===== src/rtl/mc_core_ctrl_if.sv =====
// rtl/mc_core_ctrl_if.sv - control/datapath bus of the multi-cycle RISC-V controller
// master = controller side, slave = datapath/memory side.
interface mc_core_ctrl_if;
  logic [6:0] opcode;
  logic [2:0] func3;
  logic       alu_zero;
  logic       alu_lt;
  logic       mem_ready;
  logic       mem_req;
  logic       mem_we;
  logic       mem_addr_src;
  logic       ir_write;
  logic       pc_write;
  logic [1:0] pc_src;
  logic       alu_src_a;
  logic [1:0] alu_src_b;
  logic       alu_op_sel;
  logic       reg_write;
  logic [1:0] wb_src;
  logic       illegal;
  logic       instret;
  logic [2:0] state;

  modport master (
    input  opcode, func3, alu_zero, alu_lt, mem_ready,
    output mem_req, mem_we, mem_addr_src, ir_write, pc_write, pc_src,
           alu_src_a, alu_src_b, alu_op_sel, reg_write, wb_src,
           illegal, instret, state
  );

  modport slave (
    output opcode, func3, alu_zero, alu_lt, mem_ready,
    input  mem_req, mem_we, mem_addr_src, ir_write, pc_write, pc_src,
           alu_src_a, alu_src_b, alu_op_sel, reg_write, wb_src,
           illegal, instret, state
  );
endinterface


===== src/rtl/mc_core_ctrl.sv =====
// rtl/mc_core_ctrl.sv - FETCH/DECODE/EXEC/MEM/WB control FSM for the multi-cycle core
// Define MC_CTRL_TIMEOUT_EN to add the memory-wait watchdog and TRAP state.
module mc_core_ctrl #(
  parameter int TIMEOUT_CYCLES = 255
) (
  input  logic           clk,
  input  logic           rst,
  mc_core_ctrl_if.master bus
);

  localparam logic [6:0] OP_ARITH = 7'b0110011;
  localparam logic [6:0] OP_IMM   = 7'b0010011;
  localparam logic [6:0] OP_LW    = 7'b0000011;
  localparam logic [6:0] OP_SW    = 7'b0100011;
  localparam logic [6:0] OP_BR    = 7'b1100011;
  localparam logic [6:0] OP_JAL   = 7'b1101111;

  if (TIMEOUT_CYCLES < 1 || TIMEOUT_CYCLES > 255) begin : g_bad_timeout
    $error("mc_core_ctrl: TIMEOUT_CYCLES must be 1..255");
  end

  typedef enum logic [2:0] {
    FETCH  = 3'd0,
    DECODE = 3'd1,
    EXEC   = 3'd2,
    MEM    = 3'd3,
    WB     = 3'd4,
    HALT   = 3'd5
`ifdef MC_CTRL_TIMEOUT_EN
    , TRAP = 3'd6
`endif
  } state_t;

  // Controls registered on entry to a state; jump/branch qualify pc_write in EXEC.
  typedef struct packed {
    logic       mem_req;
    logic       mem_we;
    logic       mem_addr_src;
    logic       alu_src_a;
    logic [1:0] alu_src_b;
    logic       alu_op_sel;
    logic       reg_write;
    logic [1:0] wb_src;
    logic       instret;
    logic       jump;
    logic       branch;
  } ctl_t;

  state_t     state_q;
  state_t     nxt;
  ctl_t       ctl_q;
  logic       illegal_q;
  logic       supported;
  logic       fetch_go;
  logic       taken;
  logic       pc_write;
  logic       timeout_hit;

  function automatic ctl_t entry_ctl(input state_t s, input logic [6:0] op);
    ctl_t c;
    c = '0;
    case (s)
      FETCH:  c.mem_req = 1'b1;
      DECODE: begin
        c.alu_src_a = 1'b1;
        c.alu_src_b = 2'd1;
      end
      EXEC: begin
        case (op)
          OP_ARITH: c.alu_op_sel = 1'b1;
          OP_IMM: begin
            c.alu_src_b  = 2'd1;
            c.alu_op_sel = 1'b1;
          end
          OP_LW, OP_SW: c.alu_src_b = 2'd1;
          OP_BR: begin
            c.alu_op_sel = 1'b1;
            c.branch     = 1'b1;
            c.instret    = 1'b1;
          end
          OP_JAL: begin
            c.jump      = 1'b1;
            c.reg_write = 1'b1;
            c.wb_src    = 2'd2;
            c.instret   = 1'b1;
          end
          default: ;
        endcase
      end
      MEM: begin
        c.mem_req      = 1'b1;
        c.mem_addr_src = 1'b1;
        c.mem_we       = (op == OP_SW);
      end
      WB: begin
        c.reg_write = 1'b1;
        c.instret   = 1'b1;
        c.wb_src    = (op == OP_LW) ? 2'd1 : 2'd0;
      end
      default: ;
    endcase
    return c;
  endfunction

  assign supported = (bus.opcode == OP_ARITH) || (bus.opcode == OP_IMM) ||
                     (bus.opcode == OP_LW)    || (bus.opcode == OP_SW)  ||
                     (bus.opcode == OP_BR)    || (bus.opcode == OP_JAL);

  // The first FETCH cycle after reset has mem_req low, so mem_ready is ignored there.
  assign fetch_go = (state_q == FETCH) && ctl_q.mem_req && bus.mem_ready;

  // BLT uses the LT bit; every other func3 falls back to the BEQ rule.
  assign taken = (bus.func3 == 3'b100) ? bus.alu_lt : bus.alu_zero;

`ifdef MC_CTRL_TIMEOUT_EN
  logic [7:0] wait_cnt;
  logic       mem_wait;

  assign mem_wait    = ctl_q.mem_req && !bus.mem_ready;
  assign timeout_hit = mem_wait && (wait_cnt == 8'(TIMEOUT_CYCLES - 1));
`else
  assign timeout_hit = 1'b0;
`endif

  always_comb begin
    nxt = state_q;
    case (state_q)
      FETCH:  if (fetch_go) nxt = DECODE;
      DECODE: nxt = supported ? EXEC : HALT;
      EXEC: begin
        case (bus.opcode)
          OP_LW, OP_SW:     nxt = MEM;
          OP_ARITH, OP_IMM: nxt = WB;
          default:          nxt = FETCH;
        endcase
      end
      MEM:    if (bus.mem_ready) nxt = (bus.opcode == OP_SW) ? FETCH : WB;
      WB:     nxt = FETCH;
      default: nxt = state_q;
    endcase
`ifdef MC_CTRL_TIMEOUT_EN
    if (timeout_hit) nxt = TRAP;
`endif
  end

  always_ff @(posedge clk) begin
    if (rst) begin
      state_q   <= FETCH;
      ctl_q     <= '0;
      illegal_q <= 1'b0;
`ifdef MC_CTRL_TIMEOUT_EN
      wait_cnt  <= 8'd0;
`endif
    end else begin
      state_q <= nxt;
      ctl_q   <= entry_ctl(nxt, bus.opcode);
      if ((state_q == DECODE && !supported) || timeout_hit) illegal_q <= 1'b1;
`ifdef MC_CTRL_TIMEOUT_EN
      if (state_q != nxt)
        wait_cnt <= 8'd0;
      else if (mem_wait)
        wait_cnt <= wait_cnt + 8'd1;
`endif
    end
  end

  assign pc_write = fetch_go || ctl_q.jump || (ctl_q.branch && taken);

  assign bus.mem_req      = ctl_q.mem_req;
  assign bus.mem_we       = ctl_q.mem_we;
  assign bus.mem_addr_src = ctl_q.mem_addr_src;
  assign bus.ir_write     = fetch_go;
  assign bus.pc_write     = pc_write;
  assign bus.pc_src       = fetch_go ? 2'd0 : (pc_write ? 2'd1 : 2'd2);
  assign bus.alu_src_a    = ctl_q.alu_src_a;
  assign bus.alu_src_b    = ctl_q.alu_src_b;
  assign bus.alu_op_sel   = ctl_q.alu_op_sel;
  assign bus.reg_write    = ctl_q.reg_write;
  assign bus.wb_src       = ctl_q.wb_src;
  assign bus.illegal      = illegal_q;
  assign bus.instret      = ctl_q.instret ||
                            ((state_q == MEM) && ctl_q.mem_we && bus.mem_ready);
  assign bus.state        = state_q;

endmodule


===== src/flat_wrapper.sv =====
// flat-port wrapper written by rule: the top's interface ports become plain ports
module mc_core_ctrl_flat 
#(
  parameter int TIMEOUT_CYCLES = 255
)
  (clk, rst, bus_opcode, bus_func3, bus_alu_zero, bus_alu_lt, bus_mem_ready, bus_mem_req, bus_mem_we, bus_mem_addr_src, bus_ir_write, bus_pc_write, bus_pc_src, bus_alu_src_a, bus_alu_src_b, bus_alu_op_sel, bus_reg_write, bus_wb_src, bus_illegal, bus_instret, bus_state);
  mc_core_ctrl_if bus_i ();
  input  logic clk;
  input  logic rst;
  input wire logic [$bits(bus_i.opcode)-1:0] bus_opcode;
  input wire logic [$bits(bus_i.func3)-1:0] bus_func3;
  input wire logic [$bits(bus_i.alu_zero)-1:0] bus_alu_zero;
  input wire logic [$bits(bus_i.alu_lt)-1:0] bus_alu_lt;
  input wire logic [$bits(bus_i.mem_ready)-1:0] bus_mem_ready;
  output wire logic [$bits(bus_i.mem_req)-1:0] bus_mem_req;
  output wire logic [$bits(bus_i.mem_we)-1:0] bus_mem_we;
  output wire logic [$bits(bus_i.mem_addr_src)-1:0] bus_mem_addr_src;
  output wire logic [$bits(bus_i.ir_write)-1:0] bus_ir_write;
  output wire logic [$bits(bus_i.pc_write)-1:0] bus_pc_write;
  output wire logic [$bits(bus_i.pc_src)-1:0] bus_pc_src;
  output wire logic [$bits(bus_i.alu_src_a)-1:0] bus_alu_src_a;
  output wire logic [$bits(bus_i.alu_src_b)-1:0] bus_alu_src_b;
  output wire logic [$bits(bus_i.alu_op_sel)-1:0] bus_alu_op_sel;
  output wire logic [$bits(bus_i.reg_write)-1:0] bus_reg_write;
  output wire logic [$bits(bus_i.wb_src)-1:0] bus_wb_src;
  output wire logic [$bits(bus_i.illegal)-1:0] bus_illegal;
  output wire logic [$bits(bus_i.instret)-1:0] bus_instret;
  output wire logic [$bits(bus_i.state)-1:0] bus_state;
  assign bus_i.opcode = bus_opcode;
  assign bus_i.func3 = bus_func3;
  assign bus_i.alu_zero = bus_alu_zero;
  assign bus_i.alu_lt = bus_alu_lt;
  assign bus_i.mem_ready = bus_mem_ready;
  assign bus_mem_req = bus_i.mem_req;
  assign bus_mem_we = bus_i.mem_we;
  assign bus_mem_addr_src = bus_i.mem_addr_src;
  assign bus_ir_write = bus_i.ir_write;
  assign bus_pc_write = bus_i.pc_write;
  assign bus_pc_src = bus_i.pc_src;
  assign bus_alu_src_a = bus_i.alu_src_a;
  assign bus_alu_src_b = bus_i.alu_src_b;
  assign bus_alu_op_sel = bus_i.alu_op_sel;
  assign bus_reg_write = bus_i.reg_write;
  assign bus_wb_src = bus_i.wb_src;
  assign bus_illegal = bus_i.illegal;
  assign bus_instret = bus_i.instret;
  assign bus_state = bus_i.state;
  mc_core_ctrl #(.TIMEOUT_CYCLES(TIMEOUT_CYCLES)) u_core (.clk(clk), .rst(rst), .bus(bus_i));
endmodule

===== config.mk =====
export PLATFORM = sky130hd
export DESIGN_NAME = mc_core_ctrl_flat
export DESIGN_NICKNAME = d
export VERILOG_FILES = /design/src/rtl/mc_core_ctrl_if.sv /design/src/rtl/mc_core_ctrl.sv /design/src/flat_wrapper.sv
export SDC_FILE = /design/constraint.sdc
export NUM_CORES = 1
export LEC_CHECK = 0
export CORE_UTILIZATION = 37
export DETAILED_ROUTE_END_ITERATION = 10
export PLACE_DENSITY_LB_ADDON = 0.08
export SKIP_CTS_REPAIR_TIMING = 1
export SYNTH_ARGS = -nofsm -noshare
export SYNTH_HDL_FRONTEND = slang
export SYNTH_SLANG_ARGS = --single-unit

===== constraint.sdc =====
create_clock -name clk -period 1.6 [get_ports clk]
set_input_delay 0.32 -clock clk [delete_from_list [all_inputs] [get_ports clk]]
set_output_delay 0.32 -clock clk [all_outputs]
set_load 0.01 [all_outputs]

==> flow_metrics.tcl <==
set metrics [dict create \
    outcome "complete, but fails checks" \
    violations "setup timing" \
    p_sw_share_pct 28.04 \
    dieArea_um2 2432 \
    hold_path.class "input port to flop" \
    worstPathCellList "nor4_4 -> buf_4 -> nand2b_4 -> buf_6" \
    postSynthCellCount 94 \
    comb_power_share_pct 26.9 \
    drt_iter0_markers 43 \
    synth_edf_count 0 \
    start_util_pct 40.56 \
    synthSimpleGateAreaFrac_pct 33.84 \
    drv_cap 0 \
    port_buffers 32 \
    p_seq_share_pct 43.9 \
    drc 0 \
    synth_xor_area_share_pct 0 \
    viasPerCell 5.384 \
    syn-cell-area_um2 828.3 \
    grt_usage_pct 20.31 \
    power.total_mw 0.9602 \
    min_period_ns 1.657 \
    grt_pass1_vias 854 \
    wirelength_um 2658 \
    cts_htree_levels 1 \
    n_fill_cell 146 \
    leakage_nw 0.7890 \
    overflow 0 \
    worst-setup-path-type "flop to output pin" \
    syn2layout_area_growth_pct 94.56 \
    dp.cells 176 \
    async_flop_share_pct 0 \
    yosysTopAreaCellShare_pct 38.67 \
    synth_nets 109 \
    synth_top_area_cell "dfxtp_1" \
    end_kind "output pin" \
    rows 16 \
    pwr-share-clk_pct 29.2 \
    power-per-cell-area_nw_per_um2 595.8 \
    synth_top_family_by_area "simple AND/OR/NAND/NOR gates" \
    grt_max_degree 10 \
    fin_worst_skew_ns 0.005807 \
    crit_path_top_delay_cell "dfxtp_4" \
    nets 174 \
    finalHoldViolations 0 \
    synth_warnings 0 \
    ys_seq_elements 16 \
    cts_root_buf "clkbuf_4" \
    grt_pass1_wl_um 3698 \
    layout-drive-gt1-share_pct 51.27 \
    vdd.ir_drop.worst_v 0.0003852 \
    critPathRequiredTime_ns 1.28 \
    critPathMaxFanout 4 \
    vias 996 \
    yosys_most_used_dff "dfxtp_1" \
    rr_startpoint "u_core.bus.state[0]" \
    mostFrequentLayoutCell "buf_4" \
    core_um2 2042 \
    antenna_cells 0 \
    synth_area_leaders "dfxtp_1, nor2_1, a21oi_1" \
    ys_types 37 \
    antenna_found_initial 0 \
    final_cells 185 \
    fp.dieH_um 49.32 \
    ant_nets 0 \
    wire_per_inst_um 14.37 \
    clk_latency_ns 0.30 \
    final_cell_mix "buf_4, dlymetal6s2s_1, dfxtp_1" \
    cp.arrival_ns 1.34 \
    timing.fmax_mhz 603.6 \
    fin_util_pct 78.92 \
    setup_viol_count_final 4 \
    synth_area_per_cell_um2 8.812 \
    rsz0062_at_grt "yes" \
    yosysSeqAreaShare_pct 38.67 \
    fin_crit_sh_pct 103.5 \
    max_stage_delay_ns 0.38 \
    synth_compound_area_share_pct 19.64 \
    synth.area.mux_share_pct 1.360 \
    hp-start "bus_opcode[5]" \
    num_io_pins 34 \
    power.switching_mw 0.2692 \
    slew_viol_final 0 \
    timing.final.ws_setup_ns -0.05659 \
    fin_setup_tns_ns -0.1198 \
    start_kind "flop" \
    cts.sinks 16 \
    cts_tree "yes" \
    place_hpwl_um 1817 \
    synth_fa_ha_area_share_pct 0 \
    place_ws_ns -0.7974 \
    power.internal_mw 0.6909 \
    routabilityCongestion 0.8593 \
    crit_start "u_core.bus.state[0]" \
    drt_pre_antenna_iters 4 \
    die_x_um 49.32 \
    clk_pin_slew_ns 0.10 \
    numCtsBuffers 3 \
    cts_buffer_depth 2 \
]
==> sequential cells by signal, summed over array words and instances, names as in the netlist <==
name,flops
u_core.bus.mem_addr_src,1
u_core.bus.alu_src_a,1
u_core.bus.illegal,1
u_core.bus.reg_write,1
u_core.ctl_q,3
u_core.bus.alu_op_sel,1
u_core.bus.wb_src,2
u_core.bus.alu_src_b,1
u_core.bus.mem_req,1
u_core.bus.mem_we,1
u_core.bus.state,3
==> power groups by stage <==
stage / combinational [mW] / sequential, mW / clock [mW]
6_report: 0.259 / 0.421 / 0.280
3_5_place_dp: 0.223 / 0.427 / 0
5_1_grt: 0.273 / 0.423 / 0.299
4_1_cts: 0.224 / 0.418 / 0.273
2_1_floorplan: 0.0862 / 0.431 / 0
3_3_place_gp: 0.218 / 0.427 / 0
==> per-layer routing <==
layer	up-vias	wire [µm]	global-route usage, %
met2	66	1311	35.84
met3	15	232	2.804
met1	453	1047	24.14
li1	462	-	-
met4	0	66	8.824
met5	-	0	0
==> Yosys cell counts (2+ instances only) <==
library cell	count
dfxtp_1	16
nor2_1	12
a21oi_1	7
nand2_1	7
nor4_1	5
buf_4	4
nand2b_1	4
nor2b_1	3
a211o_1	2
a21o_1	2
a31o_2	2
clkbuf_1	2
nand3_1	2
nand4b_1	2
o21ai_0	2
==> metrics by stage <==
stage	instance area, µm²	hold WS, ns
finish	1612	0.3478
global route	1612	0.3667
CTS	1411	0.5223
detailed placement	1375	0.5033
global placement	1375	0.4948
floorplan	834.6	0.3981
==> critical path, delay by kind of cell, from the launching register on <==
family | cells | cell delay (ns)
DFF | 1 | 0.38
buffers and inverters | 2 | 0.25
and+or+nand+nor | 2 | 0.40
==> cell families (layout without fill, tap and decap cells) <==
| kind of cell | Yosys count | after routing |
|---|---|---|
| other cells | 1 | 1 |
| mux | 1 | 1 |
| buf+inv | 9 | 73 |
| compound gates | 21 | 21 |
| flops | 16 | 16 |
| simple gates | 46 | 46 |
==> final cells by class <==
type,count,area (µm²),area share [%]
clock buffer,4,36.28,2.252
inverter,1,3.754,0.2329
multi-input combinational,69,590.6,36.65
sequential,16,327.8,20.34
tap,27,33.78,2.096
timing repair buffer,68,619.3,38.43
==> worst paths after layout <==
path,slack [ns],cells after the start,to
setup / recovery,-0.06,4,bus_pc_write
hold reg to reg,0.51,2,u_core.bus.illegal
setup reg to reg,0.01,6,u_core.bus.wb_src[0]
hold / removal,0.35,3,u_core.bus.wb_src[0]
(Power assumes the default switching activity.)
